<file path="src/rtl/conv_stream_bridge.sv">
// Host strobe interface <-> valid/ready stream bridge for the convolution accelerator.
// Optional sticky error flags are built only when CONV_BRIDGE_ERR_EN is defined.
//
// state  | meaning
// S_IDLE | accelerator parked; host may preload the input FIFO
// S_RUN  | streaming input FIFO while host_start is held
// S_DRAIN| streaming remaining words, then waiting for acc_done
module conv_stream_bridge #(
  parameter int DATA_W    = 16,
  parameter int IN_DEPTH  = 16,
  parameter int OUT_DEPTH = 16
) (
  input  logic              Clk,
  input  logic              Rst_n,
  input  logic              host_rst,
  input  logic [DATA_W-1:0] host_data,
  input  logic              host_newline,
  input  logic              host_wr,
  input  logic              host_rd,
  input  logic              host_io_clk,
  input  logic              host_start,
  output logic [DATA_W-1:0] host_rdata,
  output logic              host_full_in,
  output logic              host_empty_in,
  output logic              host_full_out,
  output logic              host_empty_out,
  output logic              busy,
  output logic              acc_start,
  output logic [DATA_W-1:0] acc_data,
  output logic              acc_newline,
  output logic              acc_valid,
  input  logic              acc_ready,
  input  logic [DATA_W-1:0] acc_res,
  input  logic              acc_res_valid,
  output logic              acc_res_ready,
  input  logic              acc_done,
  output logic              err_ovf,
  output logic              err_udf
);

  localparam int IN_AW  = $clog2(IN_DEPTH);
  localparam int IN_CW  = $clog2(IN_DEPTH + 1);
  localparam int OUT_AW = $clog2(OUT_DEPTH);
  localparam int OUT_CW = $clog2(OUT_DEPTH + 1);

  typedef enum logic [1:0] {S_IDLE, S_RUN, S_DRAIN} state_t;

  state_t              r_state;
  logic                r_busy;
  logic                r_acc_start;
  logic                r_io_q;
  logic                r_start_q;

  logic [DATA_W:0]     r_in_mem [IN_DEPTH];
  logic [IN_AW-1:0]    r_in_wp;
  logic [IN_AW-1:0]    r_in_rp;
  logic [IN_CW-1:0]    r_in_cnt;
  logic                r_in_full;
  logic                r_in_empty;

  logic [DATA_W-1:0]   r_out_mem [OUT_DEPTH];
  logic [OUT_AW-1:0]   r_out_wp;
  logic [OUT_AW-1:0]   r_out_rp;
  logic [OUT_CW-1:0]   r_out_cnt;
  logic                r_out_full;
  logic                r_out_empty;
  logic [DATA_W-1:0]   r_rdata;

  logic                w_strobe;
  logic                w_in_push;
  logic                w_in_pop;
  logic                w_out_push;
  logic                w_out_pop;
  logic                w_res_ready;
  logic                w_streaming;
  logic [DATA_W:0]     w_in_head;
  logic [IN_CW-1:0]    w_in_cnt_nxt;
  logic [OUT_CW-1:0]   w_out_cnt_nxt;

  assign w_strobe    = host_io_clk & ~r_io_q;
  assign w_streaming = (r_state == S_RUN) || (r_state == S_DRAIN);
  assign w_in_push   = w_strobe & host_wr & ~r_in_full;
  assign w_in_pop    = w_streaming & ~r_in_empty & acc_ready;
  assign w_out_pop   = w_strobe & host_rd & ~r_out_empty;
  // A host pop frees a slot in the same cycle, so a full FIFO still takes a result then.
  assign w_res_ready = ~r_out_full | w_out_pop;
  assign w_out_push  = acc_res_valid & w_res_ready;

  assign w_in_cnt_nxt  = r_in_cnt + IN_CW'(w_in_push) - IN_CW'(w_in_pop);
  assign w_out_cnt_nxt = r_out_cnt + OUT_CW'(w_out_push) - OUT_CW'(w_out_pop);
  assign w_in_head     = r_in_mem[r_in_rp];

  assign host_rdata     = r_rdata;
  assign host_full_in   = r_in_full;
  assign host_empty_in  = r_in_empty;
  assign host_full_out  = r_out_full;
  assign host_empty_out = r_out_empty;
  assign busy           = r_busy;
  assign acc_start      = r_acc_start;
  assign acc_valid      = w_streaming & ~r_in_empty;
  assign acc_data       = r_in_empty ? '0 : w_in_head[DATA_W-1:0];
  assign acc_newline    = r_in_empty ? 1'b0 : w_in_head[DATA_W];
  assign acc_res_ready  = w_res_ready;

  always_ff @(posedge Clk or negedge Rst_n) begin
    if (!Rst_n) begin
      r_io_q    <= 1'b0;
      r_start_q <= 1'b0;
    end else if (host_rst) begin
      r_io_q    <= 1'b0;
      r_start_q <= 1'b0;
    end else begin
      r_io_q    <= host_io_clk;
      r_start_q <= host_start;
    end
  end

  always_ff @(posedge Clk) begin
    if (w_in_push) r_in_mem[r_in_wp] <= {host_newline, host_data};
    if (w_out_push) r_out_mem[r_out_wp] <= acc_res;
  end

  always_ff @(posedge Clk or negedge Rst_n) begin
    if (!Rst_n) begin
      r_in_wp    <= '0;
      r_in_rp    <= '0;
      r_in_cnt   <= '0;
      r_in_full  <= 1'b0;
      r_in_empty <= 1'b1;
    end else if (host_rst) begin
      r_in_wp    <= '0;
      r_in_rp    <= '0;
      r_in_cnt   <= '0;
      r_in_full  <= 1'b0;
      r_in_empty <= 1'b1;
    end else begin
      if (w_in_push) r_in_wp <= r_in_wp + 1'b1;
      if (w_in_pop)  r_in_rp <= r_in_rp + 1'b1;
      r_in_cnt   <= w_in_cnt_nxt;
      r_in_full  <= (w_in_cnt_nxt == IN_CW'(IN_DEPTH));
      r_in_empty <= (w_in_cnt_nxt == '0);
    end
  end

  always_ff @(posedge Clk or negedge Rst_n) begin
    if (!Rst_n) begin
      r_out_wp    <= '0;
      r_out_rp    <= '0;
      r_out_cnt   <= '0;
      r_out_full  <= 1'b0;
      r_out_empty <= 1'b1;
      r_rdata     <= '0;
    end else if (host_rst) begin
      r_out_wp    <= '0;
      r_out_rp    <= '0;
      r_out_cnt   <= '0;
      r_out_full  <= 1'b0;
      r_out_empty <= 1'b1;
      r_rdata     <= '0;
    end else begin
      if (w_out_push) r_out_wp <= r_out_wp + 1'b1;
      if (w_out_pop) begin
        r_out_rp <= r_out_rp + 1'b1;
        r_rdata  <= r_out_mem[r_out_rp];
      end
      r_out_cnt   <= w_out_cnt_nxt;
      r_out_full  <= (w_out_cnt_nxt == OUT_CW'(OUT_DEPTH));
      r_out_empty <= (w_out_cnt_nxt == '0);
    end
  end

  always_ff @(posedge Clk or negedge Rst_n) begin
    if (!Rst_n) begin
      r_state     <= S_IDLE;
      r_busy      <= 1'b0;
      r_acc_start <= 1'b0;
    end else if (host_rst) begin
      r_state     <= S_IDLE;
      r_busy      <= 1'b0;
      r_acc_start <= 1'b0;
    end else begin
      r_acc_start <= 1'b0;
      case (r_state)
        S_IDLE: begin
          if (host_start && !r_start_q) begin
            r_state     <= S_RUN;
            r_busy      <= 1'b1;
            r_acc_start <= 1'b1;
          end
        end
        S_RUN: begin
          if (!host_start) r_state <= S_DRAIN;
        end
        S_DRAIN: begin
          // acc_done only counts once every queued pixel has left.
          if (r_in_empty && acc_done) begin
            r_state <= S_IDLE;
            r_busy  <= 1'b0;
          end
        end
        default: begin
          r_state <= S_IDLE;
          r_busy  <= 1'b0;
        end
      endcase
    end
  end

`ifdef CONV_BRIDGE_ERR_EN
  logic r_err_ovf;
  logic r_err_udf;

  always_ff @(posedge Clk or negedge Rst_n) begin
    if (!Rst_n) begin
      r_err_ovf <= 1'b0;
      r_err_udf <= 1'b0;
    end else if (host_rst) begin
      r_err_ovf <= 1'b0;
      r_err_udf <= 1'b0;
    end else begin
      if (w_strobe && host_wr && r_in_full)   r_err_ovf <= 1'b1;
      if (w_strobe && host_rd && r_out_empty) r_err_udf <= 1'b1;
    end
  end

  assign err_ovf = r_err_ovf;
  assign err_udf = r_err_udf;
`else
  assign err_ovf = 1'b0;
  assign err_udf = 1'b0;
`endif

endmodule

</file>
<file path="config.mk">
export PLATFORM = sky130hd
export DESIGN_NAME = conv_stream_bridge
export DESIGN_NICKNAME = d
export VERILOG_FILES = /design/src/rtl/conv_stream_bridge.sv
export SDC_FILE = /design/constraint.sdc
export NUM_CORES = 1
export LEC_CHECK = 0
export ABC_CLOCK_PERIOD_IN_PS = 3850
export BUFFER_PORTS_ARGS = -buffer_cell sky130_fd_sc_hd__buf_4
export CAP_MARGIN = 20
export CORE_ASPECT_RATIO = 0.5
export CORE_MARGIN = 2
export CORE_UTILIZATION = 38
export CTS_BUF_LIST = sky130_fd_sc_hd__clkbuf_4 sky130_fd_sc_hd__clkbuf_8
export CTS_CLUSTER_SIZE = 30
export DETAILED_ROUTE_END_ITERATION = 6
export MAX_ROUTING_LAYER = met4
export SLEW_MARGIN = 20
export SYNTH_ARGS = -nofsm -noshare
export SYNTH_HDL_FRONTEND = slang
export SYNTH_SLANG_ARGS = --single-unit
</file>
<file path="constraint.sdc">
create_clock -name Clk -period 3.85 [get_ports Clk]
set_input_delay 0.1925 -clock Clk [delete_from_list [all_inputs] [get_ports Clk]]
set_output_delay 0.1925 -clock Clk [all_outputs]
set_load 0.005 [all_outputs]
</file>
; ---- Yosys cells after proc, flatten, opt, wreduce, memory -nomap -nowiden
; Memories as Yosys holds them, arrays and structs flattened.
; Index checks and enable logic that the tools add are counted.
[totals]
ff_bits = 52
latchBits = 0
ramBits = 528
rom_bits = 0
input_bits = 43
output_inout_bits = 43
elab_cells = 97
mem_count = 2
[mem_list]
columns = name, words, word_bits, rd, rd_ports_with_merged_regs, wr, line_no
row1 = r_in_mem, 16, 17, 1, 0, 1, 54  ; logic [DATA_W:0] r_in_mem [IN_DEPTH];
row2 = r_out_mem, 16, 16, 1, 0, 1, 61  ; logic [DATA_W-1:0] r_out_mem [OUT_DEPTH];
[op_classes]
n_addsub = 8
multipliers = 0
n_div = 0
magnitude_cmp = 0
n_eq_ne = 8
shifts = 0
mux = 36
bitwise_logic = 14
n_reduce_logical = 13
[op_table]
columns = operator, count
row1 = $mux 16, 3
row2 = $mux 4, 8
row3 = $mux 1, 17
row4 = $add 4x1->4 const B, 4
row5 = $add 5x1->5, 2
row6 = $eq 5x5->1 const B, 2
row7 = $logic_not 5->1, 2
row8 = $mux 5, 2
row9 = $sub 5x1->5, 2
row10 = $and 1x1->1, 8
row11 = $mux 2, 4
row12 = $reduce_bool 2->1, 4
row13 = $ne 3x3->1 const B, 2
row14 = $pmux 2 s3, 1
row15 = $reduce_and 3->1, 2
row16 = $not 1->1, 5
row17 = $ne 3x2->1 const B, 1
row18 = $pmux 1 s3, 1
row19 = $eq 2x1->1 const B, 1
row20 = $eq 2x2->1 const B, 1
row21 = $logic_and 1x1->1, 2
row22 = $logic_not 2->1, 1
row23 = $ne 2x2->1 const B, 1
row24 = $logic_not 1->1, 1
row25 = 2 further kinds, 2

; ---- Longest topological paths before layout
; Gate-level depths: netlist of run 1.
[depth]
depth_word = 10
mapped_depth = 14
mapped_depth_nobuf = 13

; ---- Worst setup path after synthesis of run 1
; OpenSTA, ideal clock, no wires.
[synth_path]
path_kind = register to register
from = register r_out_empty, in the netlist host_empty_out
to = memory r_out_mem[0][0], enable pin
setup_time_ns = 0.430
t_arrival_ns = 2.565
t_required_ns = 3.420
path_slack_ns = 0.855
path_stages_with_launch = 5
n_path_buf = 0
synth_period_minus_slack_ns = 2.995
path_cell_list = dfstp_2 -> nand4bb_4 -> a21boi_4 -> inv_2 -> nor4_1
[synth_via]
elab_chain_len = 6
[synth_lines]
columns = item, line_no
row1 = start: declaration, 66  ; logic r_out_empty;
row2 = start signal: assignment, 168  ; r_out_empty <= (w_out_cnt_nxt == '0);
row3 = $not 1->1, 84  ; assign w_out_pop = w_strobe & host_rd & ~r_out_empty;
row4 = $and 1x1->1, 84
row5 = $or 1x1->1, 86  ; assign w_res_ready = ~r_out_full | w_out_pop;
row6 = $and 1x1->1, 87  ; assign w_out_push = acc_res_valid & w_res_ready;
row7 = $mux 1, 120  ; if (w_out_push) r_out_mem[r_out_wp] <= acc_res;
row8 = $mux 1 (implied by the code), 120
row9 = end: declaration, 61
; No other way between the ends.

; ---- Final worst setup path of run 1
[layout_path]
from = register r_in_rp[0]
to = output port acc_data[6]
[layout_via]
elab_chain_len = 2
[layout_lines]
columns = item, line_no
row1 = start: declaration, 56  ; logic [IN_AW-1:0] r_in_rp;
row2 = start signal: assignment, 138  ; if (w_in_pop) r_in_rp <= r_in_rp + 1'b1;
row3 = $mem_v2 16x17, -
row4 = $mux 16, 101  ; assign acc_data = r_in_empty ? '0 : w_in_head[DATA_W-1:0];
row5 = end: declaration, 29  ; output logic [DATA_W-1:0] acc_data,
; No other way between the ends.

==> results.py, run 1 <==
metrics = {
    "setup_path": {
        "crit_path_frequent_cell": "buf_4",
        "end_kind": "output port",
        "max_stage_delay_ps": 830,
        "cp_slowest_cell": "dfrtp_4",
        "required_ps": 3660,
        "path_cells": "buf_4 > mux4_1 > mux2i_1 > o22ai_1 > buf_4",
        "path_class": "reg -> out",
        "crit_path_start_kind": "flip-flop",
        "cp_data_arrival_time_ps": 3020,
        "r2r_slack_ps": 870,
        "crit_path_max_fanout": 33,
    },
    "yosys": {
        "yosysMostFrequentCell": "edfxtp_1",
        "ys.flop_type": "edfxtp_1",
        "synth_edf_count": 528,
        "synthDominantCellAreaShare_pct": 68.8,
        "syn_inst": 1143,
        "ys_seq_area_share_pct": 74.5,
        "synthTopCellsByCount": "edfxtp_1, mux2i_1, mux4_2",
        "async_flop_share_pct": 8.97,
        "ys_types": 48,
        "ys_top_cells_by_area": "edfxtp_1, mux4_2, dfrtp_1",
        "syn_area_per_cell_um2": 20.2,
        "synth.cell_area_um2": 23000,
        "ys_ff_latch": 580,
        "yosys_warnings": 0,
        "synth.largest_area_cell": "edfxtp_1",
    },
    "cells_and_area": {
        "fin_nets": 1410,
        "layout-drive-gt1-share_pct": 25.5,
        "n_fill_cell": 5133,
        "final_area_um2": 26800,
        "area_growth_pct": 16.3,
        "num_antenna_cells": 0,
        "multiInputGateArea_um2": 5450,
        "seq_area_um2": 17200,
        "fin_cells": 2225,
    },
    "sta": {
        "hold_slack_ps": 92.0,
        "hold_viol": 0,
        "setup_violations": 0,
        "fmax_mhz": 311,
        "rsz0062_at_grt": "false",
        "period_needed_ps": 3220,
        "skew_ps": 26.2,
        "relSlewSlack_pct": 37.9,
        "period_share_pct": 83.5,
        "final.setup.worst_slack_ps": 634,
        "worst_pin_slew_ps": 930,
        "tns_ps": 0,
        "slew_violations": 0,
    },
    "clock_network": {
        "htreeDepth": 3,
        "cts_tree": "yes",
        "clk_pin_slew_ps": 60,
        "cts_root_buffer": "clkbuf_8",
        "insertion_delay_ps": 660,
        "cts_made_buffers": 86,
        "numClockSinks": 580,
        "clk_path_buf_depth": 3,
    },
    "power": {
        "ir_worst_vdd_mv": 0.203,
        "cellLeakagePower_uw": 0.00875,
        "p_per_area_nw_per_um2": 523,
    },
    "routing": {
        "post-route-drc-count": 0,
        "via_per_inst": 5.07,
        "drt_wl_total_um": 49800,
        "firstDrtPassIters": 4,
        "wire_per_inst_um": 22.4,
        "drt_iter0_drc": 649,
        "ant_nets": 0,
        "via_count": 11300,
    },
    "global_routing": {
        "grtUsageMet1_pct": 20.4,
        "busiest_layer": "met2",
        "grt_first_pass_wirelength_um": 74000,
        "grt_max_degree": 53,
        "antenna_found_initial": 0,
        "grt_pass1_vias": 12000,
        "use_met3_pct": 3.29,
        "met2_usage_pct": 27.6,
        "grt_use_total_pct": 16.4,
        "overflow": 0,
    },
    "floorplanning": {
        "die_x_um": 352,
        "floorplan.initialDensity_pct": 38.7,
        "fp-row-count": 63,
        "die_area_um2": 62800,
        "fp.dieH_um": 178,
        "io_pins": 86,
        "coreArea_um2": 59600,
    },
    "outcome": {
        "status": "completed",
    },
    "placement": {
        "post-place-cells": 2024,
        "io_buffers": 83,
        "dp_slack_ps": 870,
        "place_area_um2": 24700,
        "hpwl_um": 28300,
        "place_congestion": 0.770,
    },
    "worst_hold_path": {
        "hold_class": "in -> reg",
    },
    "run": {
        "cap_viol_max_count": 0,
    },
}
## cell type report
| type | instances | share of cell area, % |
|---|---|---|
| Sequential cell | 580 | 64.0 |
| Multi-Input combinational cell | 474 | 20.3 |
| Clock buffer | 115 | 5.30 |
| Timing Repair Buffer | 172 | 5.25 |
| Tap cell | 812 | 3.79 |
| Clock inverter | 45 | 0.943 |
| Inverter | 27 | 0.378 |
## what timing repair did
| action | CTS | global route |
|---|---|---|
| hold buffers | 41 | 0 |
| endpoints found under the hold margin | 608 | 0 |
| gates resized for setup | 0 | 0 |
| buffers inserted | 0 | 0 |
## flip-flops by register name, indices dropped and copies added (netlist names), 2 cells and up
register and cells:
r_out_wp 4, r_in_rp 4, r_out_cnt 5, r_in_wp 4
r_state 2, r_in_mem 272, r_in_cnt 5, r_out_mem 256
host_rdata 16, r_out_rp 4
## report_power, final
group          internal [uW]  switching [uW]
combinational            931             947
clock                   2540            2340
sequential              7090             171
total                  10600            3460
## kinds of logic (layout without fill, tap and decap cells)
family | count (synthesis) | count (layout) | share of synthesized area (%)
other | 1 | 2 | 0.0163
adders and majority gates | 26 | 26 | 1.48
muxes | 215 | 215 | 15.4
xor gates and xnor gates | 20 | 20 | 0.760
buffers and inverters | 90 | 359 | 2.30
AOI/OAI and AO/OA | 102 | 102 | 3.08
and+or+nand+nor | 109 | 109 | 2.55
DFF | 580 | 580 | 74.5
## path summary, 6_finish.rpt
kind	cells past startpoint	endpoint	from
min in group asynchronous	2	host_rdata[13]$_DFFE_PN0P_	Rst_n
worst min-delay path	4	r_in_rp[1]$_DFFE_PN0P_	acc_ready
worst min register to register	2	host_rdata[11]$_DFFE_PN0P_	host_rdata[11]$_DFFE_PN0P_
worst max-delay path	5	acc_data[6]	r_in_rp[0]$_DFFE_PN0P_
max in group asynchronous	2	r_in_rp[0]$_DFFE_PN0P_	Rst_n
worst max register to register	13	host_full_in$_DFF_PN0_	r_state[1]$_DFFE_PN0P_
## routing by layer
metal | vias to the layer above | part of all wire [%]
li1 | 5061 | -
met1 | 5899 | 43
met2 | 246 | 51
met3 | 84 | 4.1
met4 | 0 | 1.8
met5 | - | 0
## worst max-delay path: cells and delay by family (launching register included)
family | cells | cell delay [ps]
buf+inv | 2 | 570
compound gates | 1 | 120
flops | 1 | 830
mux | 2 | 840
## cells in the final DEF (no fill, tap or decap), drive strengths merged, types with 3 or more instances in the layout
| cell | count |
|---|---|
| edfxtp | 528 |
| buf | 131 |
| mux2i | 115 |
| clkbuf | 115 |
| mux4 | 100 |
| dfrtp | 50 |
| dlygate4sd3 | 41 |
| clkinv | 40 |
| nor2 | 37 |
| a22oi | 33 |
| inv | 29 |
| ha | 24 |
| o21ai | 19 |
| o22ai | 17 |
| nand2 | 16 |
| a32oi | 16 |
| and2 | 14 |
| xor2 | 12 |
| a21oi | 9 |
| nor2b | 9 |
| xnor2 | 8 |
| nor4 | 8 |
| nor3 | 5 |
| nor3b | 5 |
| a21o | 4 |
| nand4 | 4 |
| nand2b | 3 |
## stage by stage
stage	util (%)	power, uW
floorplan	-	8620
global placement	41.5	9210
detailed placement	41.5	9280
CTS	45.0	14200
global route	45.0	14600
finish	45.0	14000
Note: power is estimated with default switching activity, not from simulation.
==> inputs of run 2 (changes only) <==
- ABC_CLOCK_PERIOD_IN_PS: 3850 -> 3300
- clock period: 3.85 -> 3.3 ns (I/O delays scaled with it)
==> results.py, run 2 (synthesized netlist as in run 1, its figures left out) <==
metrics = {
    "routing": {
        "firstDrtPassIters": 5,
        "route.met2.wl_um": 25200,
        "wire_per_inst_um": 22.4,
        "via_count": 11400,
        "ant_nets": 0,
        "drt_wl_total_um": 49700,
        "wl_met3_um": 2090,
        "via_per_inst": 5.16,
        "post-route-drc-count": 0,
        "top_layer": "met4",
        "drt_iter0_drc": 907,
        "drt-met1-wl_um": 21200,
    },
    "sta": {
        "period_needed_ps": 3050,
        "fmax_mhz": 327,
        "tns_ps": 0,
        "period_share_pct": 92.6,
        "slew_violations": 0,
        "rsz0062_at_grt": "false",
        "final.setup.worst_slack_ps": 246,
        "skew_ps": 27.6,
        "relSlewSlack_pct": 37.0,
        "setup_violations": 0,
        "worst_pin_slew_ps": 945,
        "hold_viol": 0,
    },
    "setup_path": {
        "cp_data_arrival_time_ps": 3570,
        "cp.depth": 13,
        "path_class": "reg -> reg",
        "max_stage_delay_ps": 440,
        "cp_slowest_cell": "fa_1",
        "required_ps": 3810,
        "crit_path_frequent_cell": "ha_1",
        "path_cells": "inv_1 > ha_1 > nor2b_1 > and2_1 > ha_1 > inv_1 > ha_1 > fa_1 > a21o_1 > a21oi_1 > xnor2_1 > nor2_1 > and3_1",
        "crit_path_start_kind": "flip-flop",
        "crit_buf_inv": 2,
        "reg2reg_depth": 13,
        "cp_top_family": "adder cells",
        "crit_path_max_fanout": 5,
        "end_kind": "flip-flop",
    },
    "floorplanning": {
        "die_area_um2": 62800,
        "io_pins": 86,
        "fp.dieH_um": 178,
        "fp-row-count": 63,
        "coreArea_um2": 59600,
        "die_x_um": 352,
        "floorplan.initialDensity_pct": 38.7,
    },
    "global_routing": {
        "grt_max_degree": 60,
        "grt_first_pass_wirelength_um": 74200,
        "grt_use_total_pct": 16.3,
        "overflow": 0,
        "grt_pass1_vias": 12200,
        "antenna_found_initial": 1,
    },
    "cells_and_area": {
        "top_register": "r_in_mem",
        "layout-drive-gt1-share_pct": 25.8,
        "layout_commonest_cell": "edfxtp_1",
        "fin_nets": 1409,
        "area_growth_pct": 16.7,
        "layout_common_cells": "edfxtp_1, buf_4, mux2i_1",
        "largest_reg_flops": 272,
    },
    "clock_network": {
        "htreeDepth": 3,
        "clk_path_buf_depth": 3,
        "clk_pin_slew_ps": 70,
        "cts_root_buffer": "clkbuf_8",
        "insertion_delay_ps": 640,
        "cts_made_buffers": 85,
        "post_cts_resized": 0,
        "cts_tree": "yes",
        "numClockSinks": 580,
    },
    "run": {
        "cap_viol_max_count": 0,
    },
    "outcome": {
        "status": "completed",
    },
    "worst_hold_path": {
        "hold_path_depth": 4,
        "hold_class": "in -> reg",
    },
    "power": {
        "total_power_uw": 16500,
        "p_per_area_nw_per_um2": 614,
        "cellLeakagePower_uw": 0.00877,
        "ir_worst_vdd_mv": 0.214,
    },
    "placement": {
        "place_congestion": 0.776,
        "io_buffers": 83,
        "dp_slack_ps": 303,
        "hpwl_um": 28000,
    },
}
-- run 2: changes by cell type in the layout (fill, tap and decap cells not counted) --
| cell | before | now |
|---|---|---|
| inv_8 | 0 | 3 |
| clkinv_2 | 14 | 5 |
| clkinv_1 | 26 | 15 |
| buf_4 | 130 | 126 |
| nor2_1 | 31 | 32 |
| clkbuf_8 | 89 | 91 |
| diode_2 | 0 | 1 |
| buf_12 | 1 | 5 |
| clkbuf_4 | 26 | 34 |
| nor2_2 | 6 | 5 |
-- run 2: where the power goes --
| part | switching [uW] | internal [uW] |
|---|---|---|
| registers | 187 | 8280 |
| logic | 1160 | 1110 |
| clock network | 2680 | 3100 |
| total | 4030 | 12500 |
-- run 2: metrics by stage --
step	hold WS (ps)	cell area, um^2	util [%]	cells
after CTS	24.8	26900	45.1	2218
after detailed placement	280	24800	41.6	2024
final	52.0	26900	45.1	2219
after global routing	56.7	26900	45.1	2219
after floorplan	-131	23100	-	1144
after global placement	270	24800	41.6	2024
-- run 2: timing repair --
item	4_1_cts	5_1_grt
hold endpoints to repair	607	0
endpoints found under the setup margin	0	0
hold buffers	41	0
setup buffers	0	0
-- run 2: final timing paths --
| check | endpoint | start | slack, ps |
|---|---|---|---|
| hold reg to reg | acc_start$_DFF_PN0_ | r_start_q$_DFF_PN0_ | 530 |
| max in group asynchronous | r_in_rp[0]$_DFFE_PN0P_ | Rst_n | 2550 |
| min in group asynchronous | host_rdata[6]$_DFFE_PN0P_ | Rst_n | 120 |
| hold / removal | r_in_rp[0]$_DFFE_PN0P_ | acc_ready | 50 |
| setup reg to reg | host_full_in$_DFF_PN0_ | r_state[0]$_DFFE_PN0P_ | 250 |
| setup / recovery | host_full_in$_DFF_PN0_ | r_state[0]$_DFFE_PN0P_ | 250 |
-- run 2: cell type report --
type / instances / area, um^2
inverters: 27 / 101
diodes: 1 / 2.50
multi-input cells: 474 / 5440
fillers: 5067 / 32700
clock buffers: 125 / 1510
well taps: 812 / 1020
clock inverters: 28 / 200
repair buffers: 172 / 1460
flip-flops and latches: 580 / 17200
-- run 2: worst reg2reg max path, stage by stage, from the launching register on --
cell and delay, ps:
dfrtp_1 420, inv_1 100, ha_1 290, nor2b_1 140
and2_1 230, ha_1 300, inv_1 40, ha_1 200
fa_1 440, a21o_1 170, a21oi_1 190, xnor2_1 140
nor2_1 80, and3_1 190
-- run 2: layer usage --
metal | up-vias | track usage (%)
met2 | 250 | 27.5
met4 | 0 | 5.25
met1 | 6050 | 20.1
li1 | 5047 | -
met5 | - | -
met3 | 102 | 3.08
==> inputs of run 3 (changes only) <==
- CORE_UTILIZATION: 38 -> 45
- CTS_CLUSTER_SIZE: 30 -> 14
==> results.py, run 3 (synthesized netlist as in run 1, its figures left out) <==
metrics = {
    "clock_network": {
        "numClockSinks": 580,
        "cts_tree": "yes",
        "clk_pin_slew_ps": 60,
        "insertion_delay_ps": 650,
        "htreeDepth": 3,
        "post_cts_resized": 0,
        "cts_made_buffers": 83,
        "post_cts_buffers": 0,
        "clk_path_buf_depth": 3,
        "cts_root_buffer": "clkbuf_8",
        "postCtsHoldBufs": 41,
    },
    "cells_and_area": {
        "num_antenna_cells": 0,
        "fin_nets": 1410,
        "n_fill_cell": 3953,
        "layout-drive-gt1-share_pct": 25.7,
        "top_register": "r_in_mem",
        "largest_reg_flops": 272,
        "area_growth_pct": 15.9,
        "layout_commonest_cell": "edfxtp_1",
        "seq_area_um2": 17200,
        "multiInputGateArea_um2": 5440,
        "layout_common_cells": "edfxtp_1, buf_4, mux2i_1",
    },
    "floorplanning": {
        "fp-row-count": 58,
        "io_pins": 86,
        "fp.dieH_um": 164,
        "die_area_um2": 53200,
        "floorplan.initialDensity_pct": 45.7,
        "coreArea_um2": 50400,
        "die_x_um": 324,
    },
    "global_routing": {
        "grt_max_degree": 53,
        "antenna_found_initial": 0,
        "grt_pass1_vias": 12000,
        "overflow": 0,
        "grt_use_total_pct": 19.2,
        "grt_first_pass_wirelength_um": 72800,
    },
    "routing": {
        "ant_nets": 0,
        "via_per_inst": 5.42,
        "drt_iter0_drc": 833,
        "post-route-drc-count": 0,
        "firstDrtPassIters": 4,
        "wire_per_inst_um": 23.1,
        "drt_wl_total_um": 48500,
        "via_count": 11400,
    },
    "sta": {
        "slew_violations": 0,
        "rsz0062_at_grt": "false",
        "worst_pin_slew_ps": 967,
        "period_share_pct": 92.4,
        "relSlewSlack_pct": 35.5,
        "setup_violations": 0,
        "skew_ps": 41.1,
        "hold_viol": 0,
        "tns_ps": 0,
        "period_needed_ps": 3050,
        "fmax_mhz": 328,
    },
    "setup_path": {
        "cp_slowest_cell": "fa_1",
        "path_class": "reg -> reg",
        "crit_path_max_fanout": 8,
        "max_stage_delay_ps": 440,
        "crit_buf_inv": 2,
        "crit_path_start_kind": "flip-flop",
        "cp_top_family": "adder cells",
        "regToRegStartpoint": "host_empty_out$_DFF_PN1_",
        "cp_data_arrival_time_ps": 3580,
        "crit_path_frequent_cell": "ha_1",
        "reg2reg_depth": 12,
        "r2r_slack_ps": 250,
        "end_kind": "flip-flop",
        "required_ps": 3830,
        "path_cells": "nand4bb_4 > a21boi_4 > inv_2 > ha_1 > inv_1 > ha_1 > fa_1 > a21o_1 > a21oi_1 > xnor2_1 > nor2_1 > and3_1",
        "r2r-end": "host_full_out$_DFF_PN0_",
    },
    "power": {
        "p_per_area_nw_per_um2": 615,
        "ir_worst_vdd_mv": 0.255,
        "cellLeakagePower_uw": 0.00876,
        "total_power_uw": 16400,
    },
    "placement": {
        "place_congestion": 0.796,
        "hpwl_um": 27000,
        "io_buffers": 83,
    },
    "worst_hold_path": {
        "hold_path_depth": 4,
        "min_to": "r_in_rp[0]$_DFFE_PN0P_",
        "holdCritStartpoint": "acc_ready",
        "hold_class": "in -> reg",
    },
    "run": {
        "cap_viol_max_count": 0,
    },
    "outcome": {
        "status": "completed",
    },
}
[run 3: per-stage QoR]
step / util [%] / std cells / instance area (um^2) / worst slack (ps) / hold WS (ps)
4_1_cts: 53.0 / 2093 / 26700 / 269 / 37.0
2_1_floorplan: - / 1144 / 23100 / 305 / -131
3_3_place_gp: 48.8 / 1905 / 24600 / 406 / 259
6_report: 53.0 / 2093 / 26700 / 252 / 88.3
3_5_place_dp: 48.8 / 1905 / 24600 / 282 / 274
5_1_grt: 53.0 / 2093 / 26700 / 70.0 / 85.5
[run 3: power breakdown]
group,total (uW),switching [uW],leakage [uW],internal [uW]
registers,8450,169,0.00545,8280
logic,2270,1160,0.00242,1110
clock network,5720,2670,0.000887,3050
[run 3: worst max path at each step]
stage | start | to | slack, ps | cells after the start
after floorplan | host_empty_out$_DFF_PN1_ | r_out_mem[0][0]$_DFFE_PP_ | 310 | 4
after global placement | host_empty_out$_DFF_PN1_ | host_full_out$_DFF_PN0_ | 410 | 12
after detailed placement | r_state[1]$_DFFE_PN0P_ | host_full_in$_DFF_PN0_ | 280 | 13
after CTS | r_in_rp[0]$_DFFE_PN0P_ | acc_data[8] | 270 | 5
after global routing | r_state[1]$_DFFE_PN0P_ | host_full_in$_DFF_PN0_ | 70 | 13
final | host_empty_out$_DFF_PN1_ | host_full_out$_DFF_PN0_ | 250 | 12
[run 3: area by class of cell]
class	instances	share of cell area, %
well taps	690	3.23
flip-flops and latches	580	64.3
inverters	27	0.379
repair buffers	175	5.49
clock inverters	27	0.740
multi-input cells	474	20.4
clock buffers	120	5.53
[run 3: worst register-to-register path: cells and delay by family, from the launching register on]
family / cells / cell delay, ps
compound gates: 3 / 710
xor+xnor: 1 / 170
fa+ha+maj: 3 / 940
buf+inv: 2 / 180
flops: 1 / 370
simple gates: 3 / 570
[run 3: routing by layer]
| metal | part of all wire, % | routed length, um | vias up | GRT usage (%) |
|---|---|---|---|---|
| met2 | 49 | 23900 | 254 | 30.8 |
| li1 | - | - | 5049 | - |
| met5 | 0 | 0 | - | - |
| met1 | 45 | 21600 | 5986 | 25.6 |
| met3 | 4.2 | 2030 | 65 | 3.37 |
| met4 | 1.8 | 893 | 0 | 5.41 |
